File: src/rtl/note_seq_ctrl_pkg.sv
`default_nettype none
// ============================================================================
// Module   : note_seq_ctrl_pkg
// Purpose  : Shared constants for the note record/playback sequencer.
//            Holds the NoteMemory geometry (data width, depth) and the
//            sequencer state codes, which the LED display also decodes.
// Contents : DATA_WIDTH, MAX_DEPTH, MAX_DEPTH_BIT, SEQ_ST_* state codes,
//            note_t type, max_int() helper.
// Revision : 1.0 - initial release
// ============================================================================
package note_seq_ctrl_pkg;

  localparam int DATA_WIDTH    = 8;
  localparam int MAX_DEPTH     = 16;
  localparam int MAX_DEPTH_BIT = 4;

  typedef logic [DATA_WIDTH-1:0] note_t;

  // Sequencer state encoding; also shown on the LEDs via state_out.
  localparam logic [2:0] SEQ_ST_IDLE   = 3'd0;
  localparam logic [2:0] SEQ_ST_RECORD = 3'd1;
  localparam logic [2:0] SEQ_ST_P_RST  = 3'd2;
  localparam logic [2:0] SEQ_ST_P_REQ  = 3'd3;
  localparam logic [2:0] SEQ_ST_P_WAIT = 3'd4;
  localparam logic [2:0] SEQ_ST_P_HOLD = 3'd5;
  localparam logic [2:0] SEQ_ST_P_GAP  = 3'd6;

  function automatic int max_int(input int a, input int b);
    return (a > b) ? a : b;
  endfunction

endpackage
`default_nettype wire

File: src/rtl/note_seq_ctrl_if.sv
`default_nettype none
// ============================================================================
// Module   : note_seq_ctrl_if
// Purpose  : Bus between the sequencer and NoteMemory.
// Signals  : mem_write_en, mem_read_en, mem_read_rst, mem_data_in
//              (sequencer -> memory)
//            mem_data_out, mem_output_ready (memory -> sequencer)
// Modports : master (sequencer side), slave (NoteMemory side)
// Revision : 1.0 - initial release
// ============================================================================
interface note_seq_ctrl_if
  import note_seq_ctrl_pkg::*;
#(
  parameter int DW = DATA_WIDTH
) ();

  logic          mem_write_en;
  logic          mem_read_en;
  logic          mem_read_rst;
  logic [DW-1:0] mem_data_in;
  logic [DW-1:0] mem_data_out;
  logic          mem_output_ready;

  modport master (
    output mem_write_en,
    output mem_read_en,
    output mem_read_rst,
    output mem_data_in,
    input  mem_data_out,
    input  mem_output_ready
  );

  modport slave (
    input  mem_write_en,
    input  mem_read_en,
    input  mem_read_rst,
    input  mem_data_in,
    output mem_data_out,
    output mem_output_ready
  );

endinterface
`default_nettype wire

File: src/rtl/note_seq_ctrl_beat_tick_gen.sv
`default_nettype none
// ============================================================================
// Module   : beat_tick_gen
// Purpose  : Divides clk down to a timing tick. The counter runs modulo
//            TICK_DIV and tick is high in the cycle where it sits at
//            TICK_DIV-1. clr holds the counter at 0 so the first tick after
//            release arrives exactly TICK_DIV cycles later.
// Ports    : clk   - system clock
//            rst_n - async active-low reset
//            clr   - synchronous counter clear
//            tick  - one-cycle tick pulse
// Revision : 1.0 - initial release
// ============================================================================
module beat_tick_gen #(
  parameter int TICK_DIV = 100000
) (
  input  wire logic clk,
  input  wire logic rst_n,
  input  wire logic clr,
  output logic      tick
);

  localparam int             c_CNT_W = (TICK_DIV > 1) ? $clog2(TICK_DIV) : 1;
  localparam logic [c_CNT_W-1:0] c_LAST = c_CNT_W'(TICK_DIV - 1);

  logic [c_CNT_W-1:0] r_cnt;

  always_ff @(posedge clk or negedge rst_n) begin
    if (!rst_n) begin
      r_cnt <= '0;
    end else if (clr || (r_cnt == c_LAST)) begin
      r_cnt <= '0;
    end else begin
      r_cnt <= r_cnt + 1'b1;
    end
  end

  // Not gated by clr: the caller derives clr from this tick, and the
  // counter is already 0 whenever clr was active the cycle before.
  assign tick = (r_cnt == c_LAST);

endmodule
`default_nettype wire

File: src/rtl/note_seq_ctrl.sv
`default_nettype none
// ============================================================================
// Module   : note_seq_ctrl
// Purpose  : Record/playback sequencer for NoteMemory. RECORD streams live
//            key codes into memory; PLAY reads the stored notes back one at
//            a time, holds each for NOTE_TICKS ticks followed by GAP_TICKS
//            silent ticks, and drives them to the tone generator.
// Ports    : clk, rst_n             - clock, async active-low reset
//            rec_start/play_start/stop - 1-cycle command pulses
//            key_note                - live key code (0 = no key)
//            mem                     - NoteMemory bus (master modport)
//            note_out                - code to tone generator (0 = silence)
//            busy                    - high in any state but IDLE
//            state_out               - current state code for the LEDs
// Options  : LOOP_PLAYBACK_EN - when defined, playback restarts from the
//            first note after the last one until stop (empty memory still
//            returns to IDLE).
// Revision : 1.0 - initial release
// ============================================================================
module note_seq_ctrl
  import note_seq_ctrl_pkg::*;
#(
  parameter int TICK_DIV   = 100000,
  parameter int NOTE_TICKS = 250,
  parameter int GAP_TICKS  = 20,
  parameter int DW         = DATA_WIDTH
) (
  input  wire logic          clk,
  input  wire logic          rst_n,
  input  wire logic          rec_start,
  input  wire logic          play_start,
  input  wire logic          stop,
  input  wire logic [DW-1:0] key_note,
  note_seq_ctrl_if.master    mem,
  output logic      [DW-1:0] note_out,
  output logic               busy,
  output logic      [2:0]    state_out
);

  localparam int c_BEAT_MAX = max_int(NOTE_TICKS, GAP_TICKS);
  localparam int c_BEAT_W   = $clog2(c_BEAT_MAX + 1);
  localparam logic [c_BEAT_W-1:0] c_BEAT_SAT  = {c_BEAT_W{1'b1}};
  localparam logic [c_BEAT_W-1:0] c_NOTE_LAST = c_BEAT_W'(NOTE_TICKS - 1);
  localparam logic [c_BEAT_W-1:0] c_GAP_LAST  =
    c_BEAT_W'((GAP_TICKS > 0) ? (GAP_TICKS - 1) : 0);

  logic [2:0]          r_state;
  logic [2:0]          w_state_next;
  logic [2:0]          w_after_hold;
  logic [2:0]          w_after_empty;
  logic [DW-1:0]       r_note;
  logic [DW-1:0]       w_note_next;
  logic [c_BEAT_W-1:0] r_beat;
  logic [c_BEAT_W-1:0] w_beat_last;
  logic                w_in_timed;
  logic                w_timer_clr;
  logic                w_tick;
  logic                w_beat_done;

  // --------------------------------------------------------------------------
  // Beat timing: the tick divider and beat counter only run while a note or
  // gap is being timed, and restart from zero on every state change.
  // --------------------------------------------------------------------------
  assign w_in_timed  = (r_state == SEQ_ST_P_HOLD) || (r_state == SEQ_ST_P_GAP);
  assign w_timer_clr = !w_in_timed || (w_state_next != r_state);

  beat_tick_gen #(
    .TICK_DIV (TICK_DIV)
  ) u_beat_tick_gen (
    .clk   (clk),
    .rst_n (rst_n),
    .clr   (w_timer_clr),
    .tick  (w_tick)
  );

  always_ff @(posedge clk or negedge rst_n) begin
    if (!rst_n) begin
      r_beat <= '0;
    end else if (w_timer_clr) begin
      r_beat <= '0;
    end else if (w_tick && (r_beat != c_BEAT_SAT)) begin
      r_beat <= r_beat + 1'b1;
    end
  end

  assign w_beat_last = (r_state == SEQ_ST_P_HOLD) ? c_NOTE_LAST : c_GAP_LAST;
  assign w_beat_done = w_tick && (r_beat == w_beat_last);

  // Legato playback skips the gap state entirely.
  generate
    if (GAP_TICKS == 0) begin : g_legato
      assign w_after_hold = SEQ_ST_P_REQ;
    end else begin : g_gap
      assign w_after_hold = SEQ_ST_P_GAP;
    end
  endgenerate

  // --------------------------------------------------------------------------
  // Where playback goes when the memory reports no further note.
  // --------------------------------------------------------------------------
`ifdef LOOP_PLAYBACK_EN
  logic r_played;

  // Remembers whether this pass produced a note, so an empty memory does
  // not spin forever between P_RST and P_WAIT.
  always_ff @(posedge clk or negedge rst_n) begin
    if (!rst_n) begin
      r_played <= 1'b0;
    end else if ((r_state == SEQ_ST_IDLE) || (r_state == SEQ_ST_P_RST)) begin
      r_played <= 1'b0;
    end else if ((r_state == SEQ_ST_P_WAIT) && mem.mem_output_ready) begin
      r_played <= 1'b1;
    end
  end

  assign w_after_empty = r_played ? SEQ_ST_P_RST : SEQ_ST_IDLE;
`else
  assign w_after_empty = SEQ_ST_IDLE;
`endif

  // --------------------------------------------------------------------------
  // State machine. stop wins over everything; start commands only in IDLE.
  // --------------------------------------------------------------------------
  always_comb begin
    w_state_next = r_state;
    case (r_state)
      SEQ_ST_IDLE: begin
        if (!stop) begin
          if (rec_start) begin
            w_state_next = SEQ_ST_RECORD;
          end else if (play_start) begin
            w_state_next = SEQ_ST_P_RST;
          end
        end
      end
      SEQ_ST_RECORD: begin
        if (stop) begin
          w_state_next = SEQ_ST_IDLE;
        end
      end
      SEQ_ST_P_RST: begin
        w_state_next = stop ? SEQ_ST_IDLE : SEQ_ST_P_REQ;
      end
      SEQ_ST_P_REQ: begin
        w_state_next = stop ? SEQ_ST_IDLE : SEQ_ST_P_WAIT;
      end
      SEQ_ST_P_WAIT: begin
        if (stop) begin
          w_state_next = SEQ_ST_IDLE;
        end else if (mem.mem_output_ready) begin
          w_state_next = SEQ_ST_P_HOLD;
        end else begin
          w_state_next = w_after_empty;
        end
      end
      SEQ_ST_P_HOLD: begin
        if (stop) begin
          w_state_next = SEQ_ST_IDLE;
        end else if (w_beat_done) begin
          w_state_next = w_after_hold;
        end
      end
      SEQ_ST_P_GAP: begin
        if (stop) begin
          w_state_next = SEQ_ST_IDLE;
        end else if (w_beat_done) begin
          w_state_next = SEQ_ST_P_REQ;
        end
      end
      default: begin
        w_state_next = SEQ_ST_IDLE;
      end
    endcase
  end

  // The output note is non-zero only while holding: it is captured on entry
  // to P_HOLD and cleared on any exit, which also covers stop.
  always_comb begin
    w_note_next = '0;
    if ((r_state == SEQ_ST_P_WAIT) && (w_state_next == SEQ_ST_P_HOLD)) begin
      w_note_next = mem.mem_data_out;
    end else if ((r_state == SEQ_ST_P_HOLD) && (w_state_next == SEQ_ST_P_HOLD)) begin
      w_note_next = r_note;
    end
  end

  always_ff @(posedge clk or negedge rst_n) begin
    if (!rst_n) begin
      r_state <= SEQ_ST_IDLE;
      r_note  <= '0;
    end else begin
      r_state <= w_state_next;
      r_note  <= w_note_next;
    end
  end

  // --------------------------------------------------------------------------
  // Outputs. Memory strobes decode directly from the state register, so a
  // reset removes them immediately and read_en/read_rst can never overlap.
  // --------------------------------------------------------------------------
  assign mem.mem_write_en = (r_state == SEQ_ST_RECORD);
  assign mem.mem_data_in  = (r_state == SEQ_ST_RECORD) ? key_note : '0;
  assign mem.mem_read_rst = (r_state == SEQ_ST_P_RST);
  assign mem.mem_read_en  = (r_state == SEQ_ST_P_REQ);

  assign note_out  = r_note;
  assign busy      = (r_state != SEQ_ST_IDLE);
  assign state_out = r_state;

endmodule
`default_nettype wire
File: src/flat_wrapper.sv
// flat-port wrapper written by rule: the top's interface ports become plain ports
module note_seq_ctrl_flat import note_seq_ctrl_pkg::*;
#(
  parameter int TICK_DIV   = 100000,
  parameter int NOTE_TICKS = 250,
  parameter int GAP_TICKS  = 20,
  parameter int DW         = DATA_WIDTH
)
  (clk, rst_n, rec_start, play_start, stop, key_note, note_out, busy, state_out, mem_mem_write_en, mem_mem_read_en, mem_mem_read_rst, mem_mem_data_in, mem_mem_data_out, mem_mem_output_ready);
  note_seq_ctrl_if #(.DW(DW)) mem_i ();
  input  wire logic clk;
  input  wire logic rst_n;
  input  wire logic rec_start;
  input  wire logic play_start;
  input  wire logic stop;
  input  wire logic [DW-1:0] key_note;
  output logic      [DW-1:0] note_out;
  output logic busy;
  output logic      [2:0] state_out;
  output wire logic [$bits(mem_i.mem_write_en)-1:0] mem_mem_write_en;
  output wire logic [$bits(mem_i.mem_read_en)-1:0] mem_mem_read_en;
  output wire logic [$bits(mem_i.mem_read_rst)-1:0] mem_mem_read_rst;
  output wire logic [$bits(mem_i.mem_data_in)-1:0] mem_mem_data_in;
  input wire logic [$bits(mem_i.mem_data_out)-1:0] mem_mem_data_out;
  input wire logic [$bits(mem_i.mem_output_ready)-1:0] mem_mem_output_ready;
  assign mem_mem_write_en = mem_i.mem_write_en;
  assign mem_mem_read_en = mem_i.mem_read_en;
  assign mem_mem_read_rst = mem_i.mem_read_rst;
  assign mem_mem_data_in = mem_i.mem_data_in;
  assign mem_i.mem_data_out = mem_mem_data_out;
  assign mem_i.mem_output_ready = mem_mem_output_ready;
  note_seq_ctrl #(.TICK_DIV(TICK_DIV), .NOTE_TICKS(NOTE_TICKS), .GAP_TICKS(GAP_TICKS), .DW(DW)) u_core (.clk(clk), .rst_n(rst_n), .rec_start(rec_start), .play_start(play_start), .stop(stop), .key_note(key_note), .mem(mem_i), .note_out(note_out), .busy(busy), .state_out(state_out));
endmodule
File: config.mk
export PLATFORM = sky130hd
export DESIGN_NAME = note_seq_ctrl_flat
export DESIGN_NICKNAME = d
export VERILOG_FILES = /design/src/rtl/note_seq_ctrl_pkg.sv /design/src/rtl/note_seq_ctrl_if.sv /design/src/rtl/note_seq_ctrl_beat_tick_gen.sv /design/src/rtl/note_seq_ctrl.sv /design/src/flat_wrapper.sv
export SDC_FILE = /design/constraint.sdc
export NUM_CORES = 1
export LEC_CHECK = 0
export ABC_CLOCK_PERIOD_IN_PS = 3400
export BUFFER_PORTS_ARGS = -buffer_cell sky130_fd_sc_hd__buf_2
export CAP_MARGIN = 0
export CORE_MARGIN = 5
export CORE_UTILIZATION = 40
export CTS_CLUSTER_SIZE = 10
export DETAILED_ROUTE_END_ITERATION = 10
export RECOVER_POWER = 100
export SYNTH_ARGS = -nofsm -noshare
export SYNTH_HDL_FRONTEND = slang
export SYNTH_HIERARCHICAL = 1
export SYNTH_SLANG_ARGS = --single-unit
File: constraint.sdc
create_clock -name clk -period 3.4 [get_ports clk]
set_clock_uncertainty 0.15 [all_clocks]
set_input_delay 0.17 -clock clk [delete_from_list [all_inputs] [get_ports clk]]
set_output_delay 0.17 -clock clk [all_outputs]
set_load 0.1 [all_outputs]
Word-level counts from Yosys, hierarchy flattened
Index checks and enable logic that the tools add are counted.

Input port bits: 22. Output and inout bits: 23. Flip-flop bits (word level): 36. Logic and storage cells: 49.

Eq/ne operators: 12. Muxes and demuxes: 20. Reductions and logical operators: 11. $add $sub $neg: 2.

Operators with widths (number): $mux W8 (6); $mux W3 (11); $pmux W3 S7 (1); $add A17 B1 Y17 const B (1); $eq A17 B17 Y1 const B (1); $mux W17 (1); $eq A3 B3 Y1 const B (4); $add A8 B1 Y8 const B (1); $eq A8 B8 Y1 (1); $ne A8 B8 Y1 const B (1); $eq A3 B2 Y1 const B (2); $logic_and A1 B1 Y1 (4); $eq A3 B1 Y1 const B (1); $logic_not A3 Y1 (1); $logic_or A1 B1 Y1 (3); $ne A3 B3 Y1 (1); $reduce_bool A3 Y1 (1); $mux W2 (1); $ne A2 B1 Y1 const B (1); $reduce_bool A2 Y1 (1); $logic_not A1 Y1 (1).

Logic depth before layout (Yosys ltp)
Gate-level depths: netlist of run 1.

Depth in word-level cells: 11. Gate-level depth with buffers: 13. Depth with buffers taken out: 10.

Modules after synthesis
Netlist of run 1, hierarchy kept.

Modules (own cells, without submodules): note_seq_ctrl (times used 1, area an instance 1171.1 µm², cells an instance 120, sequential area each 475.5 µm²); beat_tick_gen (times used 1, area an instance 848.3 µm², cells an instance 87, sequential area each 425.4 µm²).

Least setup slack after synthesis of run 1
No wires, ideal clock.

Path type: register -> register. From: register u_core.r_state[2] (netlist: u_core/state_out[2]). To: register u_core.u_beat_tick_gen.r_cnt[14]. Required time: 3179 ps. Setup time: 71 ps. Period minus slack after synthesis: 3120 ps. Buffers on the path: 4. Path slack: 280 ps. Stages on the path, launching flop included: 12. Data arrival time: 2899 ps. Path through: dfrtp_1 buf_2 or3b_1 o311ai_1 and2_1 o32a_1 buf_6 or2_1 or2_1 buf_4 buf_6 nor2_1.

Word-level cells in the longest chain between the ends: 11. Elaborated cells on any way between the ends: 25. Those cells by class: eq/ne: 8; mux: 11; reduce/logical: 6.

Ends and longest elaborated chain: start, declared (RTL line note_seq_ctrl.sv:47) `logic [2:0] r_state;`; start signal, assigned (RTL line note_seq_ctrl.sv:192) `r_state <= w_state_next;`; $eq A3 B3 Y1 (RTL line note_seq_ctrl.sv:64, note_seq_ctrl.sv:86, note_seq_ctrl.sv:126); $mux W8 (RTL line note_seq_ctrl.sv:86) `assign w_beat_last = (r_state == SEQ_ST_P_HOLD) ? c_NOTE_LAST : c_GAP_LAST;`; $eq A8 B8 Y1 (RTL line note_seq_ctrl.sv:87) `assign w_beat_done = w_tick && (r_beat == w_beat_last);`; $logic_and A1 B1 Y1 (RTL line note_seq_ctrl.sv:87); $mux W3 (on tied branches) (RTL line note_seq_ctrl.sv:166, note_seq_ctrl.sv:159); $mux W3 (on tied branches) (RTL line note_seq_ctrl.sv:164, note_seq_ctrl.sv:157); $pmux W3 S7 (RTL line note_seq_ctrl.sv:126) `case (r_state)`; $ne A3 B3 Y1 (RTL line note_seq_ctrl.sv:65) `assign w_timer_clr = !w_in_timed || (w_state_next != r_state);`; $logic_or A1 B1 Y1 (*) (RTL line note_seq_ctrl.sv:65); named net u_core.w_timer_clr (RTL line note_seq_ctrl.sv:56) `logic w_timer_clr;`; $logic_or A1 B1 Y1 (*) (RTL line note_seq_ctrl_beat_tick_gen.sv:31) `end else if (clr || (r_cnt == c_LAST)) begin`; $mux W17 (*) (RTL line note_seq_ctrl_beat_tick_gen.sv:31); end signal, assigned (RTL line note_seq_ctrl_beat_tick_gen.sv:34) `r_cnt <= r_cnt + 1'b1;`; end, declared (RTL line note_seq_ctrl_beat_tick_gen.sv:26) `logic [c_CNT_W-1:0] r_cnt;`.

Mark *: on every way through the listed nets, which the timed path passes. The rest lies on a longest branch. A chain may end at the register's enable or synchronous reset.

Worst setup path in the final report of run 1
From: register u_core.u_beat_tick_gen.r_cnt[12]. To: register u_core.u_beat_tick_gen.r_cnt[11].

Word-level cells in the longest chain between the ends: 9. Elaborated cells on any way between the ends: 11. Those cells by class: eq/ne: 2; mux: 6; reduce/logical: 3.

Ends and longest elaborated chain: $eq A17 B17 Y1 (*) (RTL line note_seq_ctrl_beat_tick_gen.sv:40) `assign tick = (r_cnt == c_LAST);`; named net u_core.w_tick (RTL line note_seq_ctrl.sv:57) `logic w_tick;`; $logic_and A1 B1 Y1 (*) (RTL line note_seq_ctrl.sv:87); $mux W3 (on tied branches) (RTL line note_seq_ctrl.sv:166, note_seq_ctrl.sv:159); $mux W3 (on tied branches) (RTL line note_seq_ctrl.sv:164, note_seq_ctrl.sv:157); $pmux W3 S7 (*) (RTL line note_seq_ctrl.sv:126); $ne A3 B3 Y1 (*) (RTL line note_seq_ctrl.sv:65); $logic_or A1 B1 Y1 (*) (RTL line note_seq_ctrl.sv:65); named net u_core.w_timer_clr (RTL line note_seq_ctrl.sv:56); $logic_or A1 B1 Y1 (*) (RTL line note_seq_ctrl_beat_tick_gen.sv:31); $mux W17 (*) (RTL line note_seq_ctrl_beat_tick_gen.sv:31).

Marked as above.

==> flow_summary.yaml, run 1 <==
power:
  p_int_w: 0.000615
  p_switching_w: 0.000321
  total_power_w: 0.000936
  peakVddDrop_mv: 0.181
  power_density_nw_per_um2: 387
  swShare: 0.343
  combPwrFrac: 0.215
  clkPwrFrac: 0.316
  power_leakage_nw: 1.01
  power_frac_seq: 0.470
yosys:
  synth_top_area_frac: 0.446
  synth_area_leaders: "dfrtp_1, xnor2_1, nor2_1, and3_1, a22o_1"
  synth-main-ff-cell: "dfrtp_1"
  syn-num-nets: 231
  netlist_instances: 207
  synth_seq_cells: 36
  synthArstFlopShare: 1.00
  netlist_area_um2: 2020
  post_synth_num_cell_types: 46
  avgSynthCellArea_um2: 9.76
  yosysTopAreaCell: "dfrtp_1"
  yosysWarnings: 6
  ys_seq_area_frac: 0.446
  synth-edff-count: 0
sta:
  slew_headroom: -0.292
  setup_ws_ns: 0.445
  maxSlewViolCount: 37
  final.min_clock_period_ns: 2.95
  fin_crit_sh: 0.869
  fmax_mhz: 338
  setup-tns-final_ns: 0
  final_hold_viol_count: 0
  setup-violations-final: 0
  rsz0062_at_grt: "false"
  worst_slew_pin_slew_ns: 1.94
clock_tree:
  cts_buffers: 5
  clock_latency_ns: 0.28
  cts.sinks: 36
  path_clk_slew_ns: 0.07
  clock_path_buffers: 2
  cts_setup_buffers: 0
  post_cts_resized: 0
  postCtsHoldBufs: 10
  cts_max_level: 2
  clock_tree.root_cell: "clkbuf_8"
  cts_tree: "yes"
route:
  first_pass_iters: 4
  wl_per_cell_um: 12.9
  post-route-drc-count: 0
  vias: 1703
  post_drt_via_cell_ratio: 5.11
  routed_wl_um: 4300
  drtIter0Drc: 46
  ant_nets: 0
placed_design:
  io_buffers: 44
  pre_cts_ws_ns: 0.523
  gp_congestion: 0.785
  place_hpwl_um: 2980
  dp.cells: 315
job:
  cap_viol_max_count: 1
layout:
  num-nets-final: 289
  diodes: 0
  stdcell_count: 333
  final_cell_mix: "dfrtp_1, nor2_1, clkbuf_1, buf_2, xnor2_1"
  syn_to_final_growth_pct: 19.9
  drive_above_1_share: 0.150
  fillCellCount: 492
  final_common_cell: "dfrtp_1"
global_route:
  grt_start_max_net_pins: 37
  grt_pass1_wl_um: 7400
  grtUsageTotal: 0.142
  antenna_found_initial: 0
  grt_overflow_total: 0
  grt_pass1_vias: 1637
floorplanning:
  pin_count: 45
  num_rows: 25
  start_util: 0.419
  die_width_um: 81.1
  core_area_um2: 4820
  die_y_um: 81.1
  dieArea_um2: 6570
setup_path:
  cpLargestDelayFamily: "simple AND/OR/NAND/NOR gates"
  crit_buf_inv: 1
  slowest_delay_ns: 0.53
  critical_path_arrival_ns: 2.98
  ff2ff_setup_slack_ns: 0.45
  critPathKind: "flop to flop"
  crit_path_cell_trace: "or4b_1, nor4_1, and4b_1, and3_1, a2bb2oi_1, o32a_1, or2_1, or2_1, buf_4, nor2_1"
  slowest_stage: "or4b_1"
  cp-start-kind: "flop"
  critPathRequiredTime_ns: 3.42
  crit_top_cell: "or2_1"
  path_max_fanout: 16
  end_kind: "flop"
hold_path:
  min_path_type: "input port to flop"
run_status:
  run_status: "complete, but fails checks"
  failed_checks: "capacitance limit, slew limit"
layer usage:
layer / part of all wire / track usage / routed length, um / up-vias
met2: 0.44 / 0.234 / 1900 / 48
li1: - / - / - / 857
met3: 0.068 / 0.0377 / 293 / 2
met5: 0 / 0 / 0 / -
met1: 0.48 / 0.184 / 2080 / 796
met4: 0.0056 / 0.0405 / 24 / 0
metrics by stage:
step	cell area, um^2	hold WS [ns]	utilization
after global placement	2300	0.160	0.477
final	2420	0.133	0.503
after detailed placement	2300	0.165	0.477
after CTS	2480	0.123	0.516
after global routing	2420	0.189	0.503
after floorplan	2020	-0.276	-
final timing paths:
path | cells past startpoint | end | start
worst max-delay path | 10 | u_core/u_beat_tick_gen/r_cnt[11]$_DFF_PN0_ | u_core/u_beat_tick_gen/r_cnt[12]$_DFF_PN0_
worst min-delay path | 5 | u_core/state_out[1]$_DFF_PN0_ | play_start
worst max register to register | 10 | u_core/u_beat_tick_gen/r_cnt[11]$_DFF_PN0_ | u_core/u_beat_tick_gen/r_cnt[12]$_DFF_PN0_
worst min register to register | 1 | u_core/u_beat_tick_gen/r_cnt[0]$_DFF_PN0_ | u_core/u_beat_tick_gen/r_cnt[0]$_DFF_PN0_
max in group asynchronous | 2 | u_core/state_out[2]$_DFF_PN0_ | rst_n
min in group asynchronous | 2 | u_core/u_beat_tick_gen/r_cnt[0]$_DFF_PN0_ | rst_n
synthesized netlist by cell type (2+ instances only):
cell type  count
nor2b_1        2
a22o_1         8
nor3_1        11
mux2i_1        2
and3_1        12
nor4_2         2
a21oi_1        5
a2111oi_2      2
or3_1          2
or2_1          2
buf_2          3
o21ai_0        3
inv_1         12
buf_6          3
nand2b_1       2
nand4bb_1      3
nand4_1        7
nand3_1        8
nor4_1         3
xor2_1         2
ha_1           2
xnor2_1       13
buf_4          2
dfrtp_1       36
nor2_1        28
a31oi_1        2
nand2_1       11
worst reg2reg max path: cells and delay by family (launching register included):
family                 cells  cell delay [ns]
AOI/OAI and AO/OA          2             0.38
and+or+nand+nor            7             1.69
DFF                        1             0.43
buffers and inverters      1             0.20
power by group through the flow:
stage	clock, W	combinational (W)	sequential [W]
floorplan	0	0.000144	0.000464
global placement	0	0.000199	0.000448
CTS	0.000309	0.000208	0.000439
finish	0.000296	0.000201	0.000440
global route	0.000329	0.000212	0.000441
detailed placement	0	0.000199	0.000448
state kept, by name (all words and copies together), names as in the netlist:
| name | flops |
|---|---|
| u_core/u_beat_tick_gen/r_cnt | 17 |
| u_core/note_out | 8 |
| u_core/state_out | 3 |
| u_core/r_beat | 8 |
area by class of cell:
type                    count  area (um^2)  area share
multi-input cells         151          980       0.405
flip-flops and latches     36          901       0.372
repair buffers             59          324       0.134
well taps                  67         83.8      0.0346
clock buffers               5         68.8      0.0284
inverters                  12         45.0      0.0186
clock inverters             3         18.8     0.00775
cell families (layout without fill, tap and decap cells):
kind of cell	Yosys count	after routing	synth area share
and+or+nand+nor	103	103	0.289
adders and majority gates	2	2	0.0124
xor gates and xnor gates	15	15	0.0651
AOI/OAI and AO/OA	29	29	0.124
muxes	2	2	0.00991
buffers and inverters	20	79	0.0539
DFF	36	36	0.446
(Power assumes the default switching activity.)
==> run 2, diff against run 1 <==
- BUFFER_PORTS_ARGS: -buffer_cell sky130_fd_sc_hd__buf_2 -> -buffer_cell sky130_fd_sc_hd__buf_4
==> run 2 against run 1 <==
  * The run still ends with capacitance limit, slew limit left
  * Cell area rose by 2.1%
  * Highest routed layer unchanged
  * Largest cell class unchanged
  * Global-route usage grew 0.52 points
  * Critical endpoint is now u_core/u_beat_tick_gen/r_cnt[3]$_DFF_PN0_
  * Clock-buffer cell count is the same
==> flow_summary.yaml, run 2 (synthesized netlist as in run 1, its figures left out) <==
hold_path:
  min_path_cells: 5
  hp-start: "play_start"
  min_to: "u_core/state_out[1]$_DFF_PN0_"
  min_path_type: "input port to flop"
global_route:
  grtUsageTotal: 0.147
  grt_start_max_net_pins: 37
  grt_pass1_wl_um: 7530
  grt_pass1_vias: 1613
  antenna_found_initial: 0
  grt_overflow_total: 0
power:
  power_leakage_nw: 1.03
  total_power_w: 0.000951
  peakVddDrop_mv: 0.230
  p_int_w: 0.000622
  p_switching_w: 0.000329
  swShare: 0.346
  combPwrFrac: 0.220
  power_density_nw_per_um2: 385
  clkPwrFrac: 0.318
  power_frac_seq: 0.462
sta:
  fin_crit_sh: 0.875
  setup-violations-final: 0
  final.min_clock_period_ns: 2.98
  worst_slew_pin_slew_ns: 2.00
  rsz0062_at_grt: "false"
  slew_headroom: -0.333
  final_hold_viol_count: 0
  fmax_mhz: 336
  setup-tns-final_ns: 0
  maxSlewViolCount: 37
clock_tree:
  cts_buffers: 5
  path_clk_slew_ns: 0.07
  cts.sinks: 36
  cts_max_level: 2
  clock_tree.root_cell: "clkbuf_8"
  clock_path_buffers: 2
  cts_setup_buffers: 0
  clock_latency_ns: 0.29
  cts_tree: "yes"
job:
  cap_viol_max_count: 1
route:
  ant_nets: 0
  post_drt_via_cell_ratio: 5.11
  post-route-drc-count: 0
  drtIter0Drc: 74
  first_pass_iters: 4
  wl_per_cell_um: 13.5
  routed_wl_um: 4500
  vias: 1701
setup_path:
  path_max_fanout: 16
  crit_path_cell_trace: "or4b_1, nor4_1, and4b_1, and3_1, a2bb2oi_1, o32a_1, or2_0, or2_1, buf_4, nor2_1"
  crit-reg2reg-launch: "u_core/u_beat_tick_gen/r_cnt[12]$_DFF_PN0_"
  r2r-end: "u_core/u_beat_tick_gen/r_cnt[3]$_DFF_PN0_"
  critical_path_arrival_ns: 3.00
  cpLargestDelayFamily: "simple AND/OR/NAND/NOR gates"
  slowest_stage: "or4b_1"
  end_kind: "flop"
  critPathKind: "flop to flop"
  slowest_delay_ns: 0.56
  reg2reg_depth: 10
  ff2ff_setup_slack_ns: 0.42
  cp-start-kind: "flop"
  critPathRequiredTime_ns: 3.43
  crit_buf_inv: 1
placed_design:
  dp.cells: 315
  gp_congestion: 0.764
  io_buffers: 44
  place_hpwl_um: 3120
layout:
  final_core_util: 0.513
  final_cell_mix: "dfrtp_1, nor2_1, clkbuf_1, buf_4, xnor2_1"
  drive_above_1_share: 0.150
  largest_reg_flops: 17
  final_common_cell: "dfrtp_1"
  stdcell_count: 333
  num-nets-final: 289
  largest-register: "u_core/u_beat_tick_gen/r_cnt"
  syn_to_final_growth_pct: 22.4
  diodes: 0
floorplanning:
  die_y_um: 81.1
  dieArea_um2: 6570
  die_width_um: 81.1
  pin_count: 45
  start_util: 0.419
  core_area_um2: 4820
  num_rows: 25
run_status:
  failed_checks: "capacitance limit, slew limit"
  run_status: "complete, but fails checks"
run 2: worst max path at each step:
stage / start / end / cells past startpoint
CTS: u_core/u_beat_tick_gen/r_cnt[12]$_DFF_PN0_ / u_core/u_beat_tick_gen/r_cnt[16]$_DFF_PN0_ / 10
global placement: u_core/u_beat_tick_gen/r_cnt[12]$_DFF_PN0_ / u_core/u_beat_tick_gen/r_cnt[14]$_DFF_PN0_ / 10
floorplan: u_core/state_out[2]$_DFF_PN0_ / u_core/u_beat_tick_gen/r_cnt[14]$_DFF_PN0_ / 11
global route: u_core/u_beat_tick_gen/r_cnt[12]$_DFF_PN0_ / u_core/u_beat_tick_gen/r_cnt[5]$_DFF_PN0_ / 10
finish: u_core/u_beat_tick_gen/r_cnt[12]$_DFF_PN0_ / u_core/u_beat_tick_gen/r_cnt[3]$_DFF_PN0_ / 10
detailed placement: u_core/u_beat_tick_gen/r_cnt[12]$_DFF_PN0_ / u_core/u_beat_tick_gen/r_cnt[16]$_DFF_PN0_ / 10
run 2: metal layers:
layer | global-route usage | wire length [um] | vias up
met5 | 0 | 0 | -
met2 | 0.237 | 1960 | 32
met1 | 0.192 | 2240 | 799
met4 | 0.0507 | 60 | 0
met3 | 0.0377 | 243 | 6
li1 | - | - | 864
run 2: cell type report:
cell class / instances / area (um^2)
Clock buffer: 5 / 68.8
Multi-Input combinational cell: 151 / 980
Tap cell: 67 / 83.8
Sequential cell: 36 / 901
Timing Repair Buffer: 59 / 374
Fill cell: 525 / 2350
Clock inverter: 3 / 18.8
Inverter: 12 / 45.0
run 2: worst register-to-register path: stages, from the launching register on:
cell and delay [ns]:
dfrtp_1 0.43, or4b_1 0.56, nor4_1 0.30, and4b_1 0.29
and3_1 0.24, a2bb2oi_1 0.19, o32a_1 0.17, or2_0 0.14
or2_1 0.11, buf_4 0.20, nor2_1 0.07
run 2: power by group through the flow:
stage,sequential (W),clock [W],combinational (W)
6_report,0.000439,0.000303,0.000209
5_1_grt,0.000441,0.000334,0.000219
4_1_cts,0.000440,0.000316,0.000227
3_5_place_dp,0.000448,0,0.000217
3_3_place_gp,0.000448,0,0.000216
2_1_floorplan,0.000464,0,0.000144
run 2: through the flow:
stage	setup WS, ns	hold WS (ns)	cell area [um^2]
finish	0.425	0.134	2470
global route	0.153	0.160	2470
floorplan	0.280	-0.276	2020
global placement	0.561	0.00772	2410
detailed placement	0.533	0.0107	2410
CTS	0.511	0.128	2590
run 2: timing repair:
| action | 4_1_cts | 5_1_grt |
|---|---|---|
| resized for setup | 0 | 0 |
| hold buffers | 10 | 0 |
| endpoints found under the hold margin | 45 | 0 |
